`src/rtl/tag_search_ctrl.sv`:
```
// Sequential tag-search controller: scans an ENTRIES-deep table of 6-bit tags one entry
// per cycle through a single shared equality comparator and reports the lowest matching index.

module xnor_gate_6to1 (
    input  logic [5:0] x,
    input  logic [5:0] y,
    output logic       z
);
    assign z = &(x ~^ y);
endmodule

module tag_search_ctrl #(
    parameter  int ENTRIES = 8,
    localparam int IDX_W   = $clog2(ENTRIES)
) (
    input  logic             clk,
    input  logic             rst_n,
    input  logic             wr_en,
    input  logic [IDX_W-1:0] wr_idx,
    input  logic [5:0]       wr_tag,
    input  logic             wr_valid,
    input  logic             req_valid,
    output logic             req_ready,
    input  logic [5:0]       req_key,
    output logic             rsp_valid,
    input  logic             rsp_ready,
    output logic             rsp_hit,
    output logic [IDX_W-1:0] rsp_idx,
    output logic             busy
);
    typedef enum logic [1:0] {IDLE, SCAN, RESP} state_e;

    localparam logic [IDX_W-1:0] LAST_IDX = IDX_W'(ENTRIES - 1);

    state_e                   state_q, state_d;
    logic [IDX_W-1:0]         idx_q, idx_d;
    logic [5:0]               key_q, key_d;
    logic                     rsp_hit_q, rsp_hit_d;
    logic [IDX_W-1:0]         rsp_idx_q, rsp_idx_d;
    logic [ENTRIES-1:0][5:0]  tag_q, tag_d;
    logic [ENTRIES-1:0]       valid_q, valid_d;

    logic cmp_eq;
    logic match;

    // The one and only comparator; it always sees the pre-edge tag at the scan pointer.
    xnor_gate_6to1 u_cmp (
        .x (tag_q[idx_q]),
        .y (key_q),
        .z (cmp_eq)
    );

    assign match = valid_q[idx_q] && cmp_eq;

    // NOTE: every variable is given a default before the case so no latch is inferred.
    always_comb begin
        state_d   = state_q;
        idx_d     = idx_q;
        key_d     = key_q;
        rsp_hit_d = rsp_hit_q;
        rsp_idx_d = rsp_idx_q;
        tag_d     = tag_q;
        valid_d   = valid_q;

        if (wr_en) begin
            tag_d[wr_idx]   = wr_tag;
            valid_d[wr_idx] = wr_valid;
        end

        case (state_q)
            IDLE: begin
                if (req_valid) begin
                    key_d   = req_key;
                    idx_d   = '0;
                    state_d = SCAN;
                end
            end
            SCAN: begin
                if (match) begin
                    rsp_hit_d = 1'b1;
                    rsp_idx_d = idx_q;
                    state_d   = RESP;
                end else if (idx_q == LAST_IDX) begin
                    rsp_hit_d = 1'b0;
                    rsp_idx_d = '0;
                    state_d   = RESP;
                end else begin
                    idx_d = idx_q + 1'b1;
                end
            end
            RESP: begin
                if (rsp_ready) state_d = IDLE;
            end
            default: state_d = IDLE;
        endcase
    end

    // NOTE: the tag table sits in resettable flops because a reset must leave it cleared.
    always_ff @(posedge clk or negedge rst_n) begin
        if (!rst_n) begin
            state_q   <= IDLE;
            idx_q     <= '0;
            key_q     <= '0;
            rsp_hit_q <= 1'b0;
            rsp_idx_q <= '0;
            tag_q     <= '0;
            valid_q   <= '0;
        end else begin
            state_q   <= state_d;
            idx_q     <= idx_d;
            key_q     <= key_d;
            rsp_hit_q <= rsp_hit_d;
            rsp_idx_q <= rsp_idx_d;
            tag_q     <= tag_d;
            valid_q   <= valid_d;
        end
    end

    assign req_ready = (state_q == IDLE);
    assign rsp_valid = (state_q == RESP);
    assign busy      = (state_q != IDLE);
    assign rsp_hit   = rsp_hit_q;
    assign rsp_idx   = rsp_idx_q;

endmodule
```
`config.mk`:
```
export PLATFORM = sky130hd
export DESIGN_NAME = tag_search_ctrl
export DESIGN_NICKNAME = d
export VERILOG_FILES = /design/src/rtl/tag_search_ctrl.sv
export SDC_FILE = /design/constraint.sdc
export NUM_CORES = 1
export LEC_CHECK = 0
export BUFFER_PORTS_ARGS = -buffer_cell sky130_fd_sc_hd__buf_2
export CORE_UTILIZATION = 59
export DETAILED_ROUTE_END_ITERATION = 8
export PLACE_DENSITY = 0.79
export REMOVE_ABC_BUFFERS = 1
export SLEW_MARGIN = 20
export SYNTH_ARGS = -nofsm -noshare
export SYNTH_HDL_FRONTEND = slang
export SYNTH_HIERARCHICAL = 1
export SYNTH_SLANG_ARGS = --single-unit
```
`constraint.sdc`:
```
create_clock -name clk -period 2.95 [get_ports clk]
set_input_delay 0.295 -clock clk [delete_from_list [all_inputs] [get_ports clk]]
set_output_delay 0.295 -clock clk [all_outputs]
set_load 0.005 [all_outputs]
```
# Word level (Yosys, flattened, before mapping)
# Cells that the tools add are included.
# word_totals
regBits	71
out_inout_bits	7
wordCells	61
# classes
addsub	1
order_cmp	3
n_eq_ne	8
mux	23
n_bitwise	1
n_reduce_logical	11
# op_table
cell	count
48-bit bitwise mux	1
6-bit binary-select mux with 3-bit select	1
6-bit demux with 3-bit select	1
3-bit two-way mux	5
6-bit two-way mux	2
8-bit bitwise mux	1
3-bit by 4-bit less-than comparator with 1-bit output (second input constant)	2
2-bit two-way mux	4
2-bit inequality test (second input constant)	3
2-bit one-hot mux with 3 select lines	1
3-bit one-hot mux with 2 select lines	1
6-bit AND reduction	1
2-bit nonzero test	3
6-bit bitwise XNOR	1
1-bit two-way mux	4
2-bit AND reduction	2
4-bit AND reduction	1
3-bit by 1-bit adder with 3-bit output (second input constant)	1
1-bit binary-select mux with 3-bit select	1
1-bit demux with 3-bit select	1
3-bit equality test (second input constant)	1
3-bit by 1-bit >= comparator with 1-bit output (second input constant)	1
3-bit inequality test (second input constant)	1
3-bit AND reduction	1
5 further kinds	6

# Logic depth before layout (Yosys ltp)
# Gate-level depths: netlist of run 1.
# logic_depth
ltp_word	7
mapped_depth	13
depth_no_buf	10

# Cells and area by module
# The synthesis of run 1 kept the hierarchy.
# modules_own_cells
mod	instances	cells_per_inst	area_each_um2	seq_area_each_um2
tag_search_ctrl	1	223	3253.1	1776.7
xnor_gate_6to1	1	8	68.8	0.0

# Least setup slack after synthesis of run 1
# OpenSTA, ideal clock, no wires.
# synth_path
kind	register to register
from	register idx_q[0]
to	register rsp_idx_q[2] (netlist: rsp_idx[2])
setup_time_ns	0.079
t_arrival_ns	2.469
setup_slack_ns	0.401
path_stages_with_launch	14
n_path_buf	3
synth_period_minus_slack_ns	2.549
path_cell_list	dfrtp_1 buf_6 buf_2 mux4_2 nand2_1 nand2_1 xnor2_1 nand4_1 nor3_2 inv_1 a221oi_1 and3_1 buf_6 mux2i_1
# synth_between
elab_chain_cells	7
elab_cells_between_ends	11
cone_classes	eq/ne: 1; mux: 5; bitwise: 1; reduce/logical: 4
# synth_rtl
item	line_no	text
start, declared	36	logic [IDX_W-1:0] idx_q, idx_d;
start signal, assigned	110	idx_q <= idx_d;
6-bit binary-select mux with 3-bit select *	48	.x (tag_q[idx_q]),
6-bit two-way mux (not written as such) *	48	
6-bit bitwise XNOR *	9	assign z = &(x ~^ y);
6-bit AND reduction *	9	
named net cmp_eq	43	logic cmp_eq;
1-bit logical AND *	53	assign match = valid_q[idx_q] && cmp_eq;
2-bit nonzero test (no line)	n/a	
2-bit AND reduction (no line)	n/a	
end signal, assigned	113	rsp_idx_q <= rsp_idx_d;
end, declared	39	logic [IDX_W-1:0] rsp_idx_q, rsp_idx_d;
# Mark *: on every way through the listed nets, which the timed path passes. The rest lies on a longest branch. The select of a mux whose other input is x is not followed.
# A chain may end at the register's enable or synchronous reset.

# Worst setup path after layout of run 1
# layout_path
from	register idx_q[0]
to	register rsp_idx_q[1] (netlist: rsp_idx[1])
# Same word-level chain as after synthesis.

==> flow_summary.json, run 1 <==
{
  "cts_setup_buffers": 0,
  "core_area_um2": 5270,
  "hold_class": "input pin to async pin",
  "drive_above_1_share_pct": 46.1,
  "ctsHoldBuffers": 0,
  "nNetsFinal": 287,
  "grt_pass1_vias": 2013,
  "fin_crit_sh_pct": 91.5,
  "die_h_um": 77.0,
  "fp-row-count": 26,
  "pwr_density_cell_nw_per_um2": 870,
  "area.growth.synth_to_final_pct": 12.1,
  "first_pass_iters": 4,
  "tightest_slew_ns": 0.885,
  "root_buffer": "clkbuf_8",
  "synthCells": 231,
  "cts.repair.resized": 0,
  "ys_warn_count": 6,
  "setup_ws_ns": 0.250,
  "skew_ns": 0.00601,
  "overflow": 0,
  "setup_violations": 0,
  "grt_start_max_net_pins": 72,
  "antenna_found_initial": 0,
  "crit_type": "register to register",
  "finalHoldViolCount": 0,
  "crit_slowest_cell": "mux4_1",
  "cts_buffers": 9,
  "clock_latency_ns": 0.35,
  "cts.sinks": 71,
  "htree_levels": 3,
  "first_iter_violations": 85,
  "cts_tree": "yes",
  "fill_cells": 379,
  "vias_per_cell": 5.85,
  "path_cells": "buf_4 > mux4_1 > nand2_1 > nand2_1 > xnor2_1 > nand4_1 > nor3_2 > inv_1 > a221oi_1 > and3_1 > mux2i_1",
  "io_buffer_count": 27,
  "drv_slew": 0,
  "ctsLongestPathBuffers": 2,
  "ir_drop_uv": 517,
  "critPathMostFrequentCell": "nand2_1",
  "ys_types": 27,
  "pin_count": 28,
  "ys_ff_latch": 71,
  "design_area_um2": 3720,
  "place_congestion": 0.704,
  "status": "finished, final reports clean",
  "num_vias": 1982,
  "syn_area_um2": 3320,
  "p_leak_nw": 1.69,
  "cp-start-kind": "register",
  "diodes": 0,
  "grt_usage_pct": 24.6,
  "placed_cell_area_um2": 3530,
  "fmax_mhz": 370,
  "cp.arrival_ns": 2.97,
  "cts.reportedPaths.clkPinSlew_ns": 0.07,
  "place_ws_ns": 0.246,
  "period_minus_slack_ns": 2.70,
  "post_drt_wl_per_cell_um": 18.4,
  "rsz0062_at_grt": "no",
  "drc": 0,
  "die_w_um": 77.0,
  "dp_hpwl_mm": 4.13,
  "tns_ns": 0,
  "fin_hold_ws_ns": 0.130,
  "finalWirelength_mm": 6.24,
  "max-cap-violations": 0,
  "ys_seq_area_share_pct": 53.5,
  "die_area_um2": 5930,
  "initial_utilization_pct": 63.0,
  "grt_pass1_wl_mm": 10.5,
  "syn_area_per_cell_um2": 14.4,
  "cp_max_fo": 16,
  "critPathMaxStageDelay_ns": 0.60,
  "required_ns": 3.22,
  "fin_util_pct": 70.7,
  "worstRegToRegCells": 11,
  "postRouteAntennaNets": 0,
  "relSlewSlack_pct": 40.7,
  "end_kind": "register"
}
-- sequential cells by signal, indices dropped and copies added (netlist names) --
signal,cells
tag_q,48
rsp_idx,3
key_q,6
state_q,2
rsp_hit,1
idx_q,3
valid_q,8
-- Yosys cell counts --
cell | count | share of area (%)
a21o_1 | 2 | 0.45
a21oi_1 | 1 | 0.15
a221o_1 | 1 | 0.30
a221oi_1 | 1 | 0.26
and3_1 | 1 | 0.19
buf_1 | 1 | 0.11
buf_2 | 2 | 0.30
buf_6 | 2 | 0.68
clkbuf_1 | 5 | 0.57
dfrtp_1 | 71 | 53
ha_1 | 2 | 0.75
inv_1 | 6 | 0.68
mux2_2 | 62 | 21
mux2i_1 | 8 | 2.4
mux4_1 | 5 | 4.0
mux4_2 | 8 | 5.4
nand2_1 | 29 | 3.3
nand2b_1 | 2 | 0.38
nand2b_4 | 1 | 0.41
nand4_1 | 2 | 0.38
nand4b_1 | 3 | 0.79
nor2_1 | 2 | 0.23
nor2b_1 | 3 | 0.57
nor3_2 | 3 | 0.90
nor3b_2 | 2 | 0.75
xnor2_1 | 4 | 1.1
xor2_1 | 2 | 0.53
-- power breakdown --
part	switching (mW)	internal, mW
Sequential	0.159	1.23
Combinational	0.473	0.610
Clock	0.359	0.408
Total	0.992	2.25
-- critical path: cells and delay by family (launching register included) --
kind	cells	cell delay [ns]
AO/OA/AOI/OAI	1	0.26
XOR/XNOR	1	0.13
buffers and inverters	2	0.33
flip-flops	1	0.36
multiplexers	2	0.81
AND/OR/NAND/NOR	5	0.73
-- final timing paths --
kind	endpoint	from	slack (ns)
max	rsp_idx[1]$_DFFE_PN0P_	idx_q[0]$_DFFE_PN0P_	0.25
min	valid_q[4]$_DFFE_PN0P_	rst_n	0.13
max reg2reg	rsp_idx[1]$_DFFE_PN0P_	idx_q[0]$_DFFE_PN0P_	0.25
min reg2reg	rsp_hit$_DFFE_PN0P_	rsp_hit$_DFFE_PN0P_	0.48
max in group asynchronous	tag_q[27]$_DFFE_PN0P_	rst_n	2.23
min in group clk	state_q[0]$_DFFE_PN0P_	req_valid	0.16
-- metrics by stage --
step / cells / total power [mW]
5_1_grt: 339 / 3.44
6_report: 339 / 3.24
2_1_floorplan: 221 / 2.18
4_1_cts: 339 / 3.27
3_3_place_gp: 323 / 2.45
3_5_place_dp: 323 / 2.50
-- cell usage in the layout (no fill, tap or decap), drive strengths merged, types with 3 or more instances in the layout --
master and count:
clkbuf 10, nand2b 3, buf 32, mux2i 8, inv 6, clkinv 3, dfrtp 71, xnor2 4
mux4 13, nor2b 3, nand4b 3, nor3 3, mux2 62, nand2 29
-- cell families (layout without fill, tap and decap cells) --
| logic type | after synthesis | after routing | share of synthesized area (%) |
|---|---|---|---|
| simple gates | 48 | 48 | 7.87 |
| compound gates | 5 | 5 | 1.17 |
| xor+xnor | 6 | 6 | 1.58 |
| fa+ha+maj | 2 | 2 | 0.753 |
| buf+inv | 16 | 54 | 2.34 |
| mux | 83 | 83 | 32.8 |
| flops | 71 | 71 | 53.5 |
-- cell type report --
type	instances	area [um2]	share of cell area [%]
flip-flops and latches	71	1780	47.7
multi-input cells	144	1470	39.4
repair buffers	32	173	4.64
clock buffers	10	138	3.69
well taps	70	87.6	2.35
clock inverters	6	60.1	1.61
inverters	6	22.5	0.605
-- per-layer routing --
layer | track usage (%) | wire [um]
met5 | 0 | 0
met4 | 12.1 | 135
met3 | 6.07 | 298
met2 | 39.1 | 3120
met1 | 31.7 | 2680
Note: power is estimated with default switching activity, not from simulation.
==> run 2: changes to the inputs <==
Settings changed: ABC_AREA set to 1, CAP_MARGIN set to 20, HOLD_SLACK_MARGIN set to 0.02.
==> flow_summary.json, run 2 <==
{
  "worstRegToRegCells": 13,
  "cts.repair.resized": 0,
  "cp_max_fo": 27,
  "syn_area_per_cell_um2": 8.35,
  "crit_type": "register to register",
  "path_cells": "o21ai_0 > o32ai_1 > nand2_1 > nand2_1 > nand2_1 > inv_1 > nor2_1 > nor2_1 > nand2_1 > nor2_1 > nand4_4 > nand3_1 > o21ai_2",
  "cts.reportedPaths.clkPinSlew_ns": 0.07,
  "status": "finished, final reports clean",
  "most-common-layout-cells": "nand2_1, dfrtp_1, nor2_1",
  "fin_crit_sh_pct": 87.9,
  "first_pass_iters": 7,
  "drv_slew": 0,
  "grt_start_max_net_pins": 34,
  "cp.arrival_ns": 2.81,
  "finalWirelength_mm": 7.34,
  "die_area_um2": 6020,
  "synth_most_common_cell": "nand2_1",
  "cts_buffers": 9,
  "postRouteAntennaNets": 0,
  "post_drt_wl_per_cell_um": 14.6,
  "core_area_um2": 5510,
  "reg2reg_slack_ns": 0.36,
  "die_h_um": 77.6,
  "ys_types": 28,
  "wl_met2_mm": 3.65,
  "vias_per_cell": 5.54,
  "tightest_slew_ns": 0.875,
  "place_congestion": 0.812,
  "area.growth.synth_to_final_pct": 9.83,
  "ys_ff_latch": 71,
  "m1WireLength_mm": 3.31,
  "total_power_mw": 3.34,
  "io_buffer_count": 27,
  "multi_input_area_um2": 1350,
  "fill_cells": 464,
  "tns_ns": 0,
  "synth-edff-count": 0,
  "antenna_found_initial": 0,
  "pin_count": 28,
  "period_minus_slack_ns": 2.59,
  "synthTopCellsByArea": "dfrtp_1, nand2_1, o21ai_0",
  "placed_cell_area_um2": 3510,
  "overflow": 0,
  "finalHoldViolCount": 0,
  "synthCells": 404,
  "end_kind": "register",
  "cts_tree": "yes",
  "setup_violations": 0,
  "ys_seq_area_share_pct": 52.7,
  "clock_latency_ns": 0.34,
  "ctsLongestPathBuffers": 2,
  "first_iter_violations": 227,
  "htree_levels": 3,
  "critPathMostFrequentCell": "nand2_1",
  "fin_util_pct": 67.3,
  "root_buffer": "clkbuf_8",
  "top_regs": "tag_q x48, valid_q x8, key_q x6",
  "cts_setup_buffers": 0,
  "grt_pass1_wl_mm": 12.6,
  "required_ns": 3.16,
  "crit_slowest_cell": "dfrtp_1",
  "max-cap-violations": 0,
  "hold_class": "input pin to async pin",
  "cts.sinks": 71,
  "r2r_end": "rsp_idx[0]$_DFFE_PN0P_",
  "relSlewSlack_pct": 41.3,
  "fin_hold_ws_ns": 0.0197,
  "drive_above_1_share_pct": 13.7,
  "die_w_um": 77.6,
  "skew_ns": 0.00795,
  "critPathMaxStageDelay_ns": 0.89,
  "num_vias": 2789,
  "fmax_mhz": 386,
  "regArea_um2": 1780,
  "ys_top_cells_by_count": "nand2_1, dfrtp_1, nor2_1, o21ai_0, inv_1",
  "ys.flop_type": "dfrtp_1",
  "pwr_density_cell_nw_per_um2": 901,
  "largest_reg_flops": 48,
  "grt_usage_pct": 27.0,
  "maxUsedRoutingLayer": "met4",
  "diodes": 0,
  "initial_utilization_pct": 61.2,
  "top_register": "tag_q",
  "rsz0062_at_grt": "no",
  "ctsHoldBuffers": 0,
  "dp_hpwl_mm": 4.80,
  "ir_drop_uv": 439,
  "synth_top_area_share_pct": 52.7,
  "wl_met3_um": 277,
  "syn_area_um2": 3370,
  "design_area_um2": 3700,
  "drc": 0,
  "fp-row-count": 27,
  "async_flop_share_pct": 100,
  "cp-start-kind": "register",
  "nNetsFinal": 449,
  "final_common_cell": "nand2_1",
  "p_leak_nw": 1.86,
  "synth_largest_area_cell": "dfrtp_1",
  "grt_pass1_vias": 2758,
  "r2r_start": "idx_q[1]$_DFFE_PN0P_",
  "ys_warn_count": 6
}
## run 2: per-stage QoR
stage	setup slack, ns	cells
4_1_cts	0.417	503
3_3_place_gp	0.595	487
5_1_grt	0.115	503
2_1_floorplan	0.581	384
3_5_place_dp	0.502	487
6_report	0.356	503
## run 2: layout make-up
cell class	instances	share of cell area, %
clock buffers	12	3.92
clock inverters	4	1.22
inverters	35	3.55
multi-input cells	278	36.5
flip-flops and latches	71	48.0
well taps	72	2.43
repair buffers	31	4.46
## run 2: worst max-delay path by stage
stage | start | to
final | idx_q[1]$_DFFE_PN0P_ | rsp_idx[0]$_DFFE_PN0P_
after global routing | idx_q[1]$_DFFE_PN0P_ | rsp_idx[0]$_DFFE_PN0P_
after CTS | idx_q[1]$_DFFE_PN0P_ | rsp_idx[0]$_DFFE_PN0P_
after detailed placement | idx_q[1]$_DFFE_PN0P_ | idx_q[0]$_DFFE_PN0P_
after global placement | idx_q[1]$_DFFE_PN0P_ | rsp_idx[0]$_DFFE_PN0P_
after floorplan | idx_q[0]$_DFFE_PN0P_ | rsp_idx[0]$_DFFE_PN0P_
## run 2: cell families after synthesis
family | count (synthesis) | share of synthesized area (%)
muxes | 6 | 2.00
and+or+nand+nor | 186 | 23.0
adders and majority gates | 2 | 0.742
buffers and inverters | 55 | 7.27
xor gates and xnor gates | 1 | 0.260
AOI/OAI and AO/OA | 83 | 14.0
DFF | 71 | 52.7
## run 2: where the power goes
group	switching [mW]	internal (mW)	leakage, nW
combinational	0.703	0.458	0.881
clock	0.350	0.410	0.100
sequential	0.209	1.21	0.883
total	1.26	2.08	1.86
## run 2: critical path: cells and delay by family, from the launching register on
family                 cells  cell delay, ns
DFF                        1            0.89
AOI/OAI and AO/OA          3            0.46
buffers and inverters      1            0.05
and+or+nand+nor            9            1.06
## run 2: routing by layer
layer | up-vias | global-route usage [%]
li1 | 1356 | -
met1 | 1350 | 35.4
met2 | 72 | 44.2
met3 | 11 | 4.59
met4 | 0 | 11.9
met5 | - | 0
==> run 3: changes to the inputs <==
Settings changed: BUFFER_PORTS_ARGS -buffer_cell sky130_fd_sc_hd__buf_2 to -buffer_cell sky130_fd_sc_hd__buf_4, SYNTH_HIERARCHICAL 1 to unset.
==> flow_summary.json, run 3 <==
{
  "status": "finished, final reports clean",
  "finalHoldViolCount": 0,
  "ys_top_cells_by_count": "nand2_1, dfrtp_1, inv_1, o21ai_0, nand3_1",
  "finalWirelength_mm": 7.82,
  "first_iter_violations": 210,
  "cts_buffers": 9,
  "largest_reg_flops": 48,
  "p_sw_mw": 1.29,
  "place_congestion": 0.807,
  "max-cap-violations": 0,
  "ctsLongestPathBuffers": 2,
  "hold_class": "input pin to async pin",
  "ys_types": 24,
  "cts.repair.resized": 0,
  "ys.flop_type": "dfrtp_1",
  "place_ws_ns": 0.609,
  "synthCells": 447,
  "crit_slowest_cell": "dfrtp_1",
  "core_area_um2": 5570,
  "internal-power_mw": 2.08,
  "nNetsFinal": 491,
  "root_buffer": "clkbuf_8",
  "final_common_cell": "nand2_1",
  "required_ns": 3.24,
  "pwr_density_cell_nw_per_um2": 876,
  "io_buffer_count": 27,
  "fmax_mhz": 417,
  "grt_usage_pct": 28.6,
  "crit_type": "register to register",
  "first_pass_iters": 4,
  "setup_violations": 0,
  "ctsHoldBuffers": 0,
  "synth_most_common_cell": "nand2_1",
  "synth-edff-count": 0,
  "most-common-layout-cells": "nand2_1, dfrtp_1, inv_1",
  "ir_drop_uv": 486,
  "ys_ff_latch": 71,
  "crit_family": "simple AND/OR/NAND/NOR gates",
  "grt_pass1_vias": 2905,
  "diodes": 0,
  "post_drt_wl_per_cell_um": 14.3,
  "top_regs": "tag_q x48, valid_q x8, key_q x6",
  "p_leak_nw": 2.02,
  "r2r_start": "idx_q[1]$_DFFE_PN0P_",
  "tightest_slew_ns": 0.881,
  "synthTopCellsByArea": "dfrtp_1, nand2_1, o21ai_0",
  "setup_ws_ns": 0.554,
  "regArea_um2": 1780,
  "fin_hold_ws_ns": 0.0568,
  "synth_top_area_share_pct": 51.2,
  "cts_setup_buffers": 0,
  "combPwrFrac_pct": 35.6,
  "syn_area_per_cell_um2": 7.77,
  "cts_tree": "yes",
  "drive_above_1_share_pct": 11.2,
  "end_kind": "register",
  "pin_count": 28,
  "path_cells": "inv_2 > nand3_1 > nand3_1 > nand3_1 > nand2_1 > inv_1 > nand2_1 > nor2_2 > nand3_2 > nand3_1 > nand2_1 > nand2_1",
  "fill_cells": 477,
  "overflow": 0,
  "sw_frac_of_total_pct": 38.3,
  "p_seq_share_pct": 41.4,
  "top_register": "tag_q",
  "num_vias": 2948,
  "vias_per_cell": 5.41,
  "initial_utilization_pct": 62.3,
  "ys_seq_area_share_pct": 51.2,
  "period_minus_slack_ns": 2.40,
  "ys_warn_count": 0,
  "rsz0062_at_grt": "no",
  "fin_util_pct": 68.8,
  "fin_crit_sh_pct": 81.2,
  "die_w_um": 78.7,
  "syn_area_um2": 3470,
  "die_area_um2": 6200,
  "fp-row-count": 27,
  "antenna_found_initial": 0,
  "cp_max_fo": 19,
  "dp_hpwl_mm": 4.95,
  "path_buf_inv": 2,
  "drv_slew": 0,
  "postRouteAntennaNets": 0,
  "area.growth.synth_to_final_pct": 10.5,
  "synth_largest_area_cell": "dfrtp_1",
  "skew_ns": 0.00619,
  "grt_start_max_net_pins": 72,
  "cp.arrival_ns": 2.68,
  "cp-start-kind": "register",
  "cts.sinks": 71,
  "multi_input_area_um2": 1330,
  "grt_pass1_wl_mm": 13.2,
  "drc": 0,
  "critPathMaxStageDelay_ns": 0.81,
  "clock_power_share_pct": 23.0,
  "async_flop_share_pct": 100,
  "relSlewSlack_pct": 41.2,
  "die_h_um": 78.7,
  "cts.reportedPaths.clkPinSlew_ns": 0.07,
  "crit_path_start": "idx_q[1]$_DFFE_PN0P_",
  "tns_ns": 0,
  "clock_latency_ns": 0.35,
  "htree_levels": 3,
  "total_power_mw": 3.36
}
run 3: layout make-up:
cell class	instances	share of cell area, %
flip-flops and latches	71	46.3
multi-input cells	296	34.7
inverters	61	6.03
repair buffers	29	5.67
clock buffers	12	3.78
well taps	72	2.35
clock inverters	4	1.17
run 3: metrics by stage:
step / std cells / area, um2
6_report: 545 / 3840
5_1_grt: 545 / 3840
4_1_cts: 545 / 3840
3_5_place_dp: 529 / 3650
3_3_place_gp: 529 / 3650
2_1_floorplan: 428 / 3340
run 3: final timing paths:
kind | slack [ns] | cells past startpoint | end
worst min-delay path | 0.06 | 1 | tag_q[37]$_DFFE_PN0P_
worst min register to register | 0.49 | 2 | tag_q[40]$_DFFE_PN0P_
min in group clk | 0.16 | 3 | tag_q[43]$_DFFE_PN0P_
worst max-delay path | 0.55 | 12 | idx_q[1]$_DFFE_PN0P_
worst max register to register | 0.55 | 12 | idx_q[1]$_DFFE_PN0P_
max in group asynchronous | 2.32 | 1 | tag_q[2]$_DFFE_PN0P_
run 3: per-layer routing:
metal  up-vias  global-route usage, %  wire, um
li1       1442                      -         -
met1      1397                   36.8      3370
met2        92                   46.9      3790
met3        17                   3.68       507
met4         0                   15.9       148
met5         -                      0         0
run 3: kinds of logic (layout without fill, tap and decap cells):
kind of cell	after synthesis	in the layout	synth area share, %
muxes	3	3	0.973
adders and majority gates	2	2	0.720
and+or+nand+nor	224	224	26.6
buffers and inverters	80	106	10.5
DFF	71	71	51.2
AOI/OAI and AO/OA	67	67	10.1
run 3: worst register-to-register path, cell delays in order, from the launching register on:
cell     delay (ns)
dfrtp_1        0.81
inv_2          0.28
nand3_1        0.16
nand3_1        0.10
nand3_1        0.12
nand2_1        0.06
inv_1          0.05
nand2_1        0.06
nor2_2         0.11
nand3_2        0.23
nand3_1        0.22
nand2_1        0.06
nand2_1        0.08
run 3: power by group through the flow:
stage               Combinational (mW)  Clock, mW  Sequential, mW
floorplan                        0.836          0            1.39
global placement                  1.15          0            1.39
detailed placement                1.19          0            1.40
CTS                               1.20      0.776            1.39
global route                      1.39      0.810            1.42
finish                            1.20      0.773            1.39
